### src/rtl/sync_feeder_if.sv
// Bundle of the upstream stream, downstream stream and synchroniser strobes around sync_feeder.
// The master modport is the feeder's view; the slave modport is the surrounding logic's view.
interface sync_feeder_if #(
  parameter int DW = 16
);
  logic          in_valid;
  logic          in_ready;
  logic [DW-1:0] in_a;
  logic [DW-1:0] in_b;

  logic          out_valid;
  logic          out_ready;
  logic [DW-1:0] out_a;
  logic [DW-1:0] out_b;
  logic          out_last;

  logic          sy_en;
  logic          sy_wr;
  logic          sy_rd;
  logic [DW-1:0] sy_dina;
  logic [DW-1:0] sy_dinb;
  logic [DW-1:0] sy_douta;
  logic [DW-1:0] sy_doutb;
  logic          sy_rdy;

  logic          err;

  modport master (
    input  in_valid, in_a, in_b, out_ready, sy_douta, sy_doutb, sy_rdy,
    output in_ready, out_valid, out_a, out_b, out_last,
           sy_en, sy_wr, sy_rd, sy_dina, sy_dinb, err
  );

  modport slave (
    output in_valid, in_a, in_b, out_ready, sy_douta, sy_doutb, sy_rdy,
    input  in_ready, out_valid, out_a, out_b, out_last,
           sy_en, sy_wr, sy_rd, sy_dina, sy_dinb, err
  );
endinterface

### src/rtl/sync_feeder.sv
// Initiator-side controller for the dual-FIFO matrix synchroniser: loads a 3x3 A/B tile pair,
// reads the nine pairs back and streams them downstream with a last flag.
//
// state    | meaning
// ---------+-----------------------------------------------------------
// S_IDLE   | sy_en low, waiting for upstream in_valid
// S_START  | sy_en high, waiting for sy_rdy with timeout
// S_LD_ACC | write slot start, in_ready high until a beat is accepted
// S_LD_WR  | sy_wr high for OP_HOLD cycles, data stable
// S_LD_GAP | sy_wr low gap cycle, wcnt advances
// S_DRAIN  | sy_rd high for OP_HOLD cycles
// S_SAMPLE | capture synchroniser outputs into out_a/out_b
// S_OUT    | out_valid held until out_ready
// S_DONE   | sy_en low for two cycles between tiles
module sync_feeder #(
  parameter int DW      = 16,
  parameter int N       = 9,
  parameter int OP_HOLD = 2,
  parameter int TMO     = 15
) (
  input  logic          clk,
  input  logic          rst,
  sync_feeder_if.master bus
);

  typedef enum logic [3:0] {
    S_IDLE,
    S_START,
    S_LD_ACC,
    S_LD_WR,
    S_LD_GAP,
    S_DRAIN,
    S_SAMPLE,
    S_OUT,
    S_DONE
  } state_t;

  localparam logic [3:0] N_C     = 4'(N);
  localparam logic [3:0] LAST_C  = 4'(N - 1);
  localparam logic [3:0] TMO_LD  = 4'(TMO - 1);
  localparam logic [3:0] HOLD_LD = 4'(OP_HOLD - 1);
  localparam logic [3:0] DONE_LD = 4'd1;

  state_t        state_q, state_d;
  logic [3:0]    tmr_q, tmr_d;
  logic [3:0]    wcnt_q, wcnt_d;
  logic [3:0]    rcnt_q, rcnt_d;
  logic [DW-1:0] dina_q, dina_d;
  logic [DW-1:0] dinb_q, dinb_d;
  logic [DW-1:0] out_a_q, out_a_d;
  logic [DW-1:0] out_b_q, out_b_d;
  logic          out_valid_q, out_valid_d;
  logic          out_last_q, out_last_d;
  logic          err_q, err_d;

  logic          tmr_tc;
  logic [3:0]    wcnt_inc;
  logic [3:0]    rcnt_inc;

  assign tmr_tc   = (tmr_q == 4'd0);
  assign wcnt_inc = wcnt_q + 4'd1;
  assign rcnt_inc = rcnt_q + 4'd1;

  always_ff @(posedge clk) begin
    if (rst) begin
      state_q     <= S_IDLE;
      tmr_q       <= '0;
      wcnt_q      <= '0;
      rcnt_q      <= '0;
      dina_q      <= '0;
      dinb_q      <= '0;
      out_a_q     <= '0;
      out_b_q     <= '0;
      out_valid_q <= 1'b0;
      out_last_q  <= 1'b0;
      err_q       <= 1'b0;
    end else begin
      state_q     <= state_d;
      tmr_q       <= tmr_d;
      wcnt_q      <= wcnt_d;
      rcnt_q      <= rcnt_d;
      dina_q      <= dina_d;
      dinb_q      <= dinb_d;
      out_a_q     <= out_a_d;
      out_b_q     <= out_b_d;
      out_valid_q <= out_valid_d;
      out_last_q  <= out_last_d;
      err_q       <= err_d;
    end
  end

  // Next state and the shared down-counter used as wait timer, hold timer and DONE timer.
  always_comb begin
    state_d = state_q;
    tmr_d   = tmr_q;
    unique case (state_q)
      S_IDLE: begin
        if (bus.in_valid) begin
          state_d = S_START;
          tmr_d   = TMO_LD;
        end
      end
      S_START: begin
        if (bus.sy_rdy) begin
          state_d = S_LD_ACC;
        end else if (tmr_tc) begin
          state_d = S_IDLE;
        end else begin
          tmr_d = tmr_q - 4'd1;
        end
      end
      S_LD_ACC: begin
        if (bus.in_valid) begin
          state_d = S_LD_WR;
          tmr_d   = HOLD_LD;
        end
      end
      S_LD_WR: begin
        if (tmr_tc) state_d = S_LD_GAP;
        else        tmr_d   = tmr_q - 4'd1;
      end
      S_LD_GAP: begin
        if (wcnt_inc == N_C) begin
          state_d = S_DRAIN;
          tmr_d   = HOLD_LD;
        end else begin
          state_d = S_LD_ACC;
        end
      end
      S_DRAIN: begin
        if (tmr_tc) state_d = S_SAMPLE;
        else        tmr_d   = tmr_q - 4'd1;
      end
      S_SAMPLE: begin
        state_d = S_OUT;
      end
      S_OUT: begin
        if (bus.out_ready) begin
          if (rcnt_inc == N_C) begin
            state_d = S_DONE;
            tmr_d   = DONE_LD;
          end else begin
            state_d = S_DRAIN;
            tmr_d   = HOLD_LD;
          end
        end
      end
      S_DONE: begin
        // A waiting upstream tile goes straight to START so tiles are separated by exactly two sy_en-low cycles.
        if (tmr_tc) begin
          if (bus.in_valid) begin
            state_d = S_START;
            tmr_d   = TMO_LD;
          end else begin
            state_d = S_IDLE;
          end
        end else begin
          tmr_d = tmr_q - 4'd1;
        end
      end
      default: begin
        state_d = S_IDLE;
        tmr_d   = '0;
      end
    endcase
  end

  always_comb begin
    wcnt_d      = wcnt_q;
    rcnt_d      = rcnt_q;
    dina_d      = dina_q;
    dinb_d      = dinb_q;
    out_a_d     = out_a_q;
    out_b_d     = out_b_q;
    out_valid_d = out_valid_q;
    out_last_d  = out_last_q;
    err_d       = err_q;
    unique case (state_q)
      S_START: begin
        if (!bus.sy_rdy && tmr_tc) err_d = 1'b1;
      end
      S_LD_ACC: begin
        if (bus.in_valid) begin
          dina_d = bus.in_a;
          dinb_d = bus.in_b;
        end
      end
      S_LD_GAP: begin
        wcnt_d = wcnt_inc;
      end
      S_SAMPLE: begin
        out_a_d     = bus.sy_douta;
        out_b_d     = bus.sy_doutb;
        out_valid_d = 1'b1;
        out_last_d  = (rcnt_q == LAST_C);
      end
      S_OUT: begin
        if (bus.out_ready) begin
          out_valid_d = 1'b0;
          out_last_d  = 1'b0;
          rcnt_d      = rcnt_inc;
        end
      end
      S_DONE: begin
        if (tmr_tc) begin
          wcnt_d = '0;
          rcnt_d = '0;
        end
      end
      default: begin
      end
    endcase
  end

  always_comb begin
    bus.sy_en    = 1'b0;
    bus.sy_wr    = 1'b0;
    bus.sy_rd    = 1'b0;
    bus.in_ready = 1'b0;
    unique case (state_q)
      S_START:  bus.sy_en = 1'b1;
      S_LD_ACC: begin
        bus.sy_en    = 1'b1;
        bus.in_ready = 1'b1;
      end
      S_LD_WR: begin
        bus.sy_en = 1'b1;
        bus.sy_wr = 1'b1;
      end
      S_LD_GAP: bus.sy_en = 1'b1;
      S_DRAIN: begin
        bus.sy_en = 1'b1;
        bus.sy_rd = 1'b1;
      end
      S_SAMPLE: bus.sy_en = 1'b1;
      S_OUT:    bus.sy_en = 1'b1;
      default: begin
      end
    endcase
  end

  assign bus.sy_dina   = dina_q;
  assign bus.sy_dinb   = dinb_q;
  assign bus.out_a     = out_a_q;
  assign bus.out_b     = out_b_q;
  assign bus.out_valid = out_valid_q;
  assign bus.out_last  = out_last_q;
  assign bus.err       = err_q;

endmodule
### src/flat_wrapper.sv
// flat-port wrapper written by rule: the top's interface ports become plain ports
module sync_feeder_flat 
#(
  parameter int DW      = 16,
  parameter int N       = 9,
  parameter int OP_HOLD = 2,
  parameter int TMO     = 15
)
  (clk, rst, bus_in_valid, bus_in_a, bus_in_b, bus_out_ready, bus_sy_douta, bus_sy_doutb, bus_sy_rdy, bus_in_ready, bus_out_valid, bus_out_a, bus_out_b, bus_out_last, bus_sy_en, bus_sy_wr, bus_sy_rd, bus_sy_dina, bus_sy_dinb, bus_err);
  sync_feeder_if #(.DW(DW)) bus_i ();
  input  logic clk;
  input  logic rst;
  input wire logic [$bits(bus_i.in_valid)-1:0] bus_in_valid;
  input wire logic [$bits(bus_i.in_a)-1:0] bus_in_a;
  input wire logic [$bits(bus_i.in_b)-1:0] bus_in_b;
  input wire logic [$bits(bus_i.out_ready)-1:0] bus_out_ready;
  input wire logic [$bits(bus_i.sy_douta)-1:0] bus_sy_douta;
  input wire logic [$bits(bus_i.sy_doutb)-1:0] bus_sy_doutb;
  input wire logic [$bits(bus_i.sy_rdy)-1:0] bus_sy_rdy;
  output wire logic [$bits(bus_i.in_ready)-1:0] bus_in_ready;
  output wire logic [$bits(bus_i.out_valid)-1:0] bus_out_valid;
  output wire logic [$bits(bus_i.out_a)-1:0] bus_out_a;
  output wire logic [$bits(bus_i.out_b)-1:0] bus_out_b;
  output wire logic [$bits(bus_i.out_last)-1:0] bus_out_last;
  output wire logic [$bits(bus_i.sy_en)-1:0] bus_sy_en;
  output wire logic [$bits(bus_i.sy_wr)-1:0] bus_sy_wr;
  output wire logic [$bits(bus_i.sy_rd)-1:0] bus_sy_rd;
  output wire logic [$bits(bus_i.sy_dina)-1:0] bus_sy_dina;
  output wire logic [$bits(bus_i.sy_dinb)-1:0] bus_sy_dinb;
  output wire logic [$bits(bus_i.err)-1:0] bus_err;
  assign bus_i.in_valid = bus_in_valid;
  assign bus_i.in_a = bus_in_a;
  assign bus_i.in_b = bus_in_b;
  assign bus_i.out_ready = bus_out_ready;
  assign bus_i.sy_douta = bus_sy_douta;
  assign bus_i.sy_doutb = bus_sy_doutb;
  assign bus_i.sy_rdy = bus_sy_rdy;
  assign bus_in_ready = bus_i.in_ready;
  assign bus_out_valid = bus_i.out_valid;
  assign bus_out_a = bus_i.out_a;
  assign bus_out_b = bus_i.out_b;
  assign bus_out_last = bus_i.out_last;
  assign bus_sy_en = bus_i.sy_en;
  assign bus_sy_wr = bus_i.sy_wr;
  assign bus_sy_rd = bus_i.sy_rd;
  assign bus_sy_dina = bus_i.sy_dina;
  assign bus_sy_dinb = bus_i.sy_dinb;
  assign bus_err = bus_i.err;
  sync_feeder #(.DW(DW), .N(N), .OP_HOLD(OP_HOLD), .TMO(TMO)) u_core (.clk(clk), .rst(rst), .bus(bus_i));
endmodule
### config.mk
export PLATFORM = sky130hd
export DESIGN_NAME = sync_feeder_flat
export DESIGN_NICKNAME = d
export VERILOG_FILES = /design/src/rtl/sync_feeder_if.sv /design/src/rtl/sync_feeder.sv /design/src/flat_wrapper.sv
export SDC_FILE = /design/constraint.sdc
export NUM_CORES = 1
export LEC_CHECK = 0
export ABC_AREA = 0
export BUFFER_PORTS_ARGS = -buffer_cell sky130_fd_sc_hd__buf_2
export CORE_MARGIN = 2
export CORE_UTILIZATION = 49
export CTS_CLUSTER_DIAMETER = 200
export DETAILED_ROUTE_END_ITERATION = 10
export GPL_TIMING_DRIVEN = 0
export PLACE_DENSITY = 0.8
export SYNTH_ARGS = -nofsm -noshare
export SYNTH_HDL_FRONTEND = slang
export SYNTH_SLANG_ARGS = --single-unit
### constraint.sdc
create_clock -name clk -period 2.3 [get_ports clk]
set_input_delay 0.46 -clock clk [delete_from_list [all_inputs] [get_ports clk]]
set_output_delay 0.46 -clock clk [all_outputs]
set_load 0.005 [all_outputs]
# Word level (Yosys, flattened, before mapping)
# Cells that the tools add are included.
op_classes:
  n_addsub: 3
  mul: 0
  n_div: 0
  n_lt_le_gt_ge: 0
  n_eq_ne: 20
  shift: 0
  mux: 29
  n_bitwise: 1
  n_reduce_logical: 16
op_table:
  columns: ["operator", "n"]
  rows:
  - ["$mux 4", 16]
  - ["$pmux 4 s9", 1]
  - ["$pmux 4 s8", 1]
  - ["$eq 4x3->1 const B", 4]
  - ["$eq 4x4->1 const B", 4]
  - ["$pmux 4 s2", 2]
  - ["$add 4x1->4 const B", 2]
  - ["$eq 4x2->1 const B", 2]
  - ["$logic_not 4->1", 2]
  - ["$ne 2x1->1 const B", 4]
  - ["$ne 2x2->1 const B", 4]
  - ["$reduce_and 2->1", 4]
  - ["$reduce_and 7->1", 1]
  - ["$reduce_or 7->1", 1]
  - ["$mux 1", 6]
  - ["$reduce_bool 2->1", 3]
  - ["$reduce_and 5->1", 1]
  - ["$eq 4x1->1 const B", 1]
  - ["$pmux 1 s2", 2]
  - ["$sub 4x1->4 const B", 1]
  - ["$mux 3", 1]
  - ["$ne 3x2->1 const B", 1]
  - ["$reduce_and 3->1", 1]
  - ["$reduce_or 2->1", 1]
  - ["other kinds (3)", 3]
totals:
  ff_bits: 83
  latchBits: 0
  mem_bits_rw: 0
  rom_bits: 0
  input_bits: 69
  out_inout_bits: 71
  word_cells: 80
  memories: 0

# Depth between registers and ports, before layout
logic_depth:
  word_depth: 5
  mapped_depth: 8
  ltp_nobuf: 7

# Worst setup path after synthesis
# OpenSTA, ideal clock, no wires.
synth_path:
  path_kind: "register -> register"
  startpoint: "register u_core.tmr_q[0]"
  endpoint: "register u_core.tmr_q[2]"
  setup_time_ps: 59
  arrival_time_ps: 1688
  t_required_ps: 2241
  slack_ps: 553
  stages_incl_launch_ff: 9
  n_path_buf: 1
  period_less_slack_ps: 1747
  path_cell_list: "dfxtp_1 > inv_1 > ha_1 > or3b_1 > buf_6 > a211oi_2 > a211oi_2 > a311oi_1 > a31o_1"
synth_via:
  elab_chain_len: 4
  word_cells_on_any_way: 6
  cone_classes: "add/sub: 1; mux: 4; reduce/logical: 1"
synth_lines:
  columns: ["item", "line", "source"]
  rows:
  - ["start: declaration", "sync_feeder.sv:45", "logic [3:0] tmr_q, tmr_d;"]
  - ["start signal: assignment", "sync_feeder.sv:79", "tmr_q <= tmr_d;"]
  - ["$sub 4x1->4 or $logic_not 4->1 (tied branches)", null, null]
  - ["$mux 4", "sync_feeder.sv:106, sync_feeder.sv:119, sync_feeder.sv:131", null]
  - ["$mux 4", "sync_feeder.sv:104", "if (bus.sy_rdy) begin"]
  - ["$pmux 4 s8 *", "sync_feeder.sv:96", "unique case (state_q)"]
# Every way passes the cells marked *; elsewhere a longest branch is shown, timed or not. The select of a mux whose other input is x is not followed.
# A chain may end at the register's enable or synchronous reset.

# Worst setup path in the final report
layout_path:
  startpoint: "register u_core.state_q[0]"
  endpoint: "output port bus_sy_en"
layout_via:
  elab_chain_len: 3
  word_cells_on_any_way: 9
  cone_classes: "eq/ne: 7; mux: 1; reduce/logical: 1"
layout_lines:
  columns: ["item", "line", "source"]
  rows:
  - ["start: declaration", "sync_feeder.sv:44", "state_t state_q, state_d;"]
  - ["start signal: assignment", "sync_feeder.sv:78", "state_q <= state_d;"]
  - ["$eq 4x1->1, or another cell as far along", "sync_feeder.sv:220", "unique case (state_q)"]
  - ["$reduce_or 7->1 (no source line) *", null, null]
  - ["$mux 1 *", "sync_feeder.sv:220", null]
  - ["end: declaration", "flat_wrapper.sv:25", "output wire logic [$bits(bus_i.sy_en)-1:0] bus_sy_en;"]
# Every way passes the cells marked *; elsewhere a longest branch is shown, timed or not.

==> impl_metrics.json <==
{
  "num_vias": 3810,
  "pwr_density_cell_nw_per_um2": 815,
  "detail_route.vias_per_cell": 5.27,
  "rr_worst_depth": 7,
  "drt-total-wl_um": 9850,
  "regToRegSetupSlack_ns": 0.35,
  "syn-cell-area_um2": 3670,
  "initialDrtViolationCount": 307,
  "synth_sequential_area_ratio_pct": 45.2,
  "ys_ff_latch": 83,
  "timing.hold.ws_ns": 0.331,
  "gr-total-overflow": 0,
  "remaining_drc_errors": 0,
  "die_w_um": 90.6,
  "worstReg2RegStart": "u_core.tmr_q[0]",
  "async_reset_ff_share_pct": 0,
  "clkLatencyLatePin_ns": 0.36,
  "hold_path.startpoint": "bus_in_a[1]",
  "top_reg_cell_synth": "dfxtp_1",
  "report.final.hold_viol_count": 0,
  "leakagePower_uw": 0.00204,
  "effective_utilization_at_floorplan_pct": 50.6,
  "track_usage_pct": 23.9,
  "outcome": "finished, final reports clean",
  "critPathRequiredTime_ns": 1.84,
  "rsz0062_at_grt": "false",
  "setup_viol": 0,
  "cts_resized": 0,
  "totalNegativeSetupSlack_ns": 0,
  "synth_nets": 544,
  "cts-root-buf": "clkbuf_8",
  "area_delta_synth_final_pct": 27.3,
  "cts_setup_buffers": 0,
  "ys.warnings.count": 0,
  "tritoncts": "built",
  "slew_headroom_pct": 57.5,
  "tightest_slew_ns": 0.635,
  "worst_clock_skew_ns": 0.0130,
  "maximum_vdd_ir_drop_mv": 0.327,
  "ant_nets": 0,
  "rr_endpoint": "u_core.state_q[1]",
  "io-pin-count": 140,
  "fill_cells": 665,
  "numCtsBuffers": 9,
  "fp.dieArea_um2": 8200,
  "synth.lib_cells_used.distinct": 58,
  "worstPathMaxFanout": 10,
  "final-max-slew-violation-count": 0,
  "grt_antenna_before_repair": 0,
  "critical_path_arrival_ns": 1.66,
  "hold_depth": 3,
  "gp_congestion": 0.948,
  "start_kind": "register",
  "antenna-diode-count": 0,
  "place_hpwl_um": 7450,
  "cts-hold-fix-buffers": 0,
  "core_region_area_um2": 7250,
  "post_drt_wl_per_cell_um": 13.6,
  "min_period_ns": 2.12,
  "rows": 31,
  "grt_start_max_net_pins": 16,
  "clkSinkCount": 83,
  "clk_pin_slew_ns": 0.09,
  "grt_pass1_wl_um": 15800,
  "die_h_um": 90.6,
  "layout.nets": 694,
  "synth-edff-count": 0,
  "critPathKind": "reg -> out",
  "crit_path_end_kind": "output pin",
  "clk_path_buf_depth": 2,
  "worstHoldEndpoint": "u_core.bus.sy_dina[1]",
  "synth_cells": 469,
  "drt_pass1_iterations": 4,
  "syn_avg_cell_area_um2": 7.83,
  "post-route-period-util_pct": 92.2,
  "max_freq_mhz": 471,
  "cap_violations": 0,
  "post_route_cells_drive_above_1_share_pct": 29.2,
  "first_global_vias": 3339,
  "hold_path.class": "in -> reg",
  "buffers_on_ports": 139,
  "ctsHtreeMaxLevel": 3
}
-- power by group --
group / switching (uW) / internal [uW]
Combinational: 729 / 495
Clock: 560 / 404
Sequential: 73.4 / 1550
-- flip-flops by register name (all words and copies together), names as in the netlist --
| register | flops |
|---|---|
| u_core.wcnt_q | 4 |
| u_core.state_q | 4 |
| u_core.bus.out_last | 1 |
| u_core.bus.sy_dina | 16 |
| u_core.rcnt_q | 4 |
| u_core.bus.out_b | 16 |
| u_core.bus.out_a | 16 |
| u_core.bus.out_valid | 1 |
| u_core.bus.sy_dinb | 16 |
| u_core.bus.err | 1 |
| u_core.tmr_q | 4 |
-- through the flow --
stage	worst slack (ns)	util (%)	std cells	power, uW	area [um^2]
6_report	0.178	64.4	723	3810	4670
5_1_grt	0.0353	64.4	723	4050	4670
4_1_cts	0.172	64.4	723	3810	4670
3_5_place_dp	0.271	61.9	707	2850	4490
3_3_place_gp	0.252	61.9	707	2820	4490
2_1_floorplan	0.553	-	469	2490	3670
-- kinds of logic (layout without fill, tap and decap cells) --
group	after synthesis	count (layout)	share of synthesized area (%)
simple gates	210	210	26.0
compound gates	119	119	19.6
flops	83	83	45.2
buf+inv	44	199	5.35
fa+ha+maj	6	6	2.04
xor+xnor	4	4	0.954
mux	3	3	0.818
-- Yosys cell counts (5+ instances only) --
cell type,instances,area (um^2)
nor3_1,9,45.0
nor2_1,20,75.1
buf_2,12,60.1
a21oi_1,77,385
clkbuf_1,17,63.8
dfxtp_1,83,1660
nand3_1,6,30.0
nor2b_1,5,31.3
o21ai_0,8,40.0
inv_1,11,41.3
ha_1,6,75.1
nand2_1,141,529
nand2b_1,5,31.3
-- worst max path at each step --
stage / end / cells after the start / start
2_1_floorplan: u_core.tmr_q[2] / 8 / u_core.tmr_q[0]
3_3_place_gp: u_core.wcnt_q[2] / 6 / u_core.tmr_q[0]
3_5_place_dp: u_core.wcnt_q[2] / 6 / u_core.tmr_q[0]
4_1_cts: bus_sy_en / 5 / u_core.state_q[0]
5_1_grt: bus_sy_en / 5 / u_core.state_q[0]
6_report: bus_sy_en / 5 / u_core.state_q[0]
-- cells in the final DEF (no fill, tap or decap), types with 2 or more instances in the layout --
master | synthesis | final
buf_2 | 12 | 151
nand2_1 | 141 | 141
dfxtp_1 | 83 | 83
a21oi_1 | 77 | 77
nor2_1 | 20 | 20
clkbuf_1 | 17 | 18
inv_1 | 11 | 11
nor3_1 | 9 | 9
clkbuf_8 | 0 | 9
o21ai_0 | 8 | 8
nand3_1 | 6 | 6
ha_1 | 6 | 6
nand2b_1 | 5 | 5
nor2b_1 | 5 | 5
o211ai_1 | 4 | 4
clkinvlp_4 | 0 | 4
xor2_1 | 3 | 3
a31oi_1 | 3 | 3
and3_1 | 3 | 3
mux2i_1 | 3 | 3
nand3b_1 | 3 | 3
buf_4 | 2 | 2
nor3_2 | 2 | 2
nor4b_4 | 2 | 2
a211oi_2 | 2 | 2
o31ai_1 | 2 | 2
and2_1 | 2 | 2
a22oi_1 | 2 | 2
or3_1 | 2 | 2
o32ai_1 | 2 | 2
a221oi_1 | 2 | 2
-- layout make-up --
class / instances / area (um^2) / area share, %
plain buffers: 33 / 155 / 3.32
clock inverters: 6 / 50.0 / 1.07
repair buffers: 139 / 696 / 14.9
multi-input cells: 342 / 1820 / 38.9
well taps: 99 / 124 / 2.65
inverters: 11 / 41.3 / 0.883
flip-flops and latches: 83 / 1660 / 35.5
clock buffers: 10 / 128 / 2.73
-- critical path, stage by stage (launching register included) --
cell     delay [ns]
dfxtp_1        0.32
buf_2          0.20
buf_2          0.21
nor3_1         0.36
nor2_1         0.08
buf_2          0.14
-- routing by layer --
metal | GRT usage [%] | vias to the layer above | share of wire [%]
met2 | 37.7 | 158 | 47
met4 | 13.6 | 0 | 4.0
met1 | 30.4 | 1731 | 42
met3 | 4.67 | 32 | 6.8
met5 | 0 | - | 0
li1 | - | 1889 | -
No activity file was read; power rests on OpenSTA's default activity.
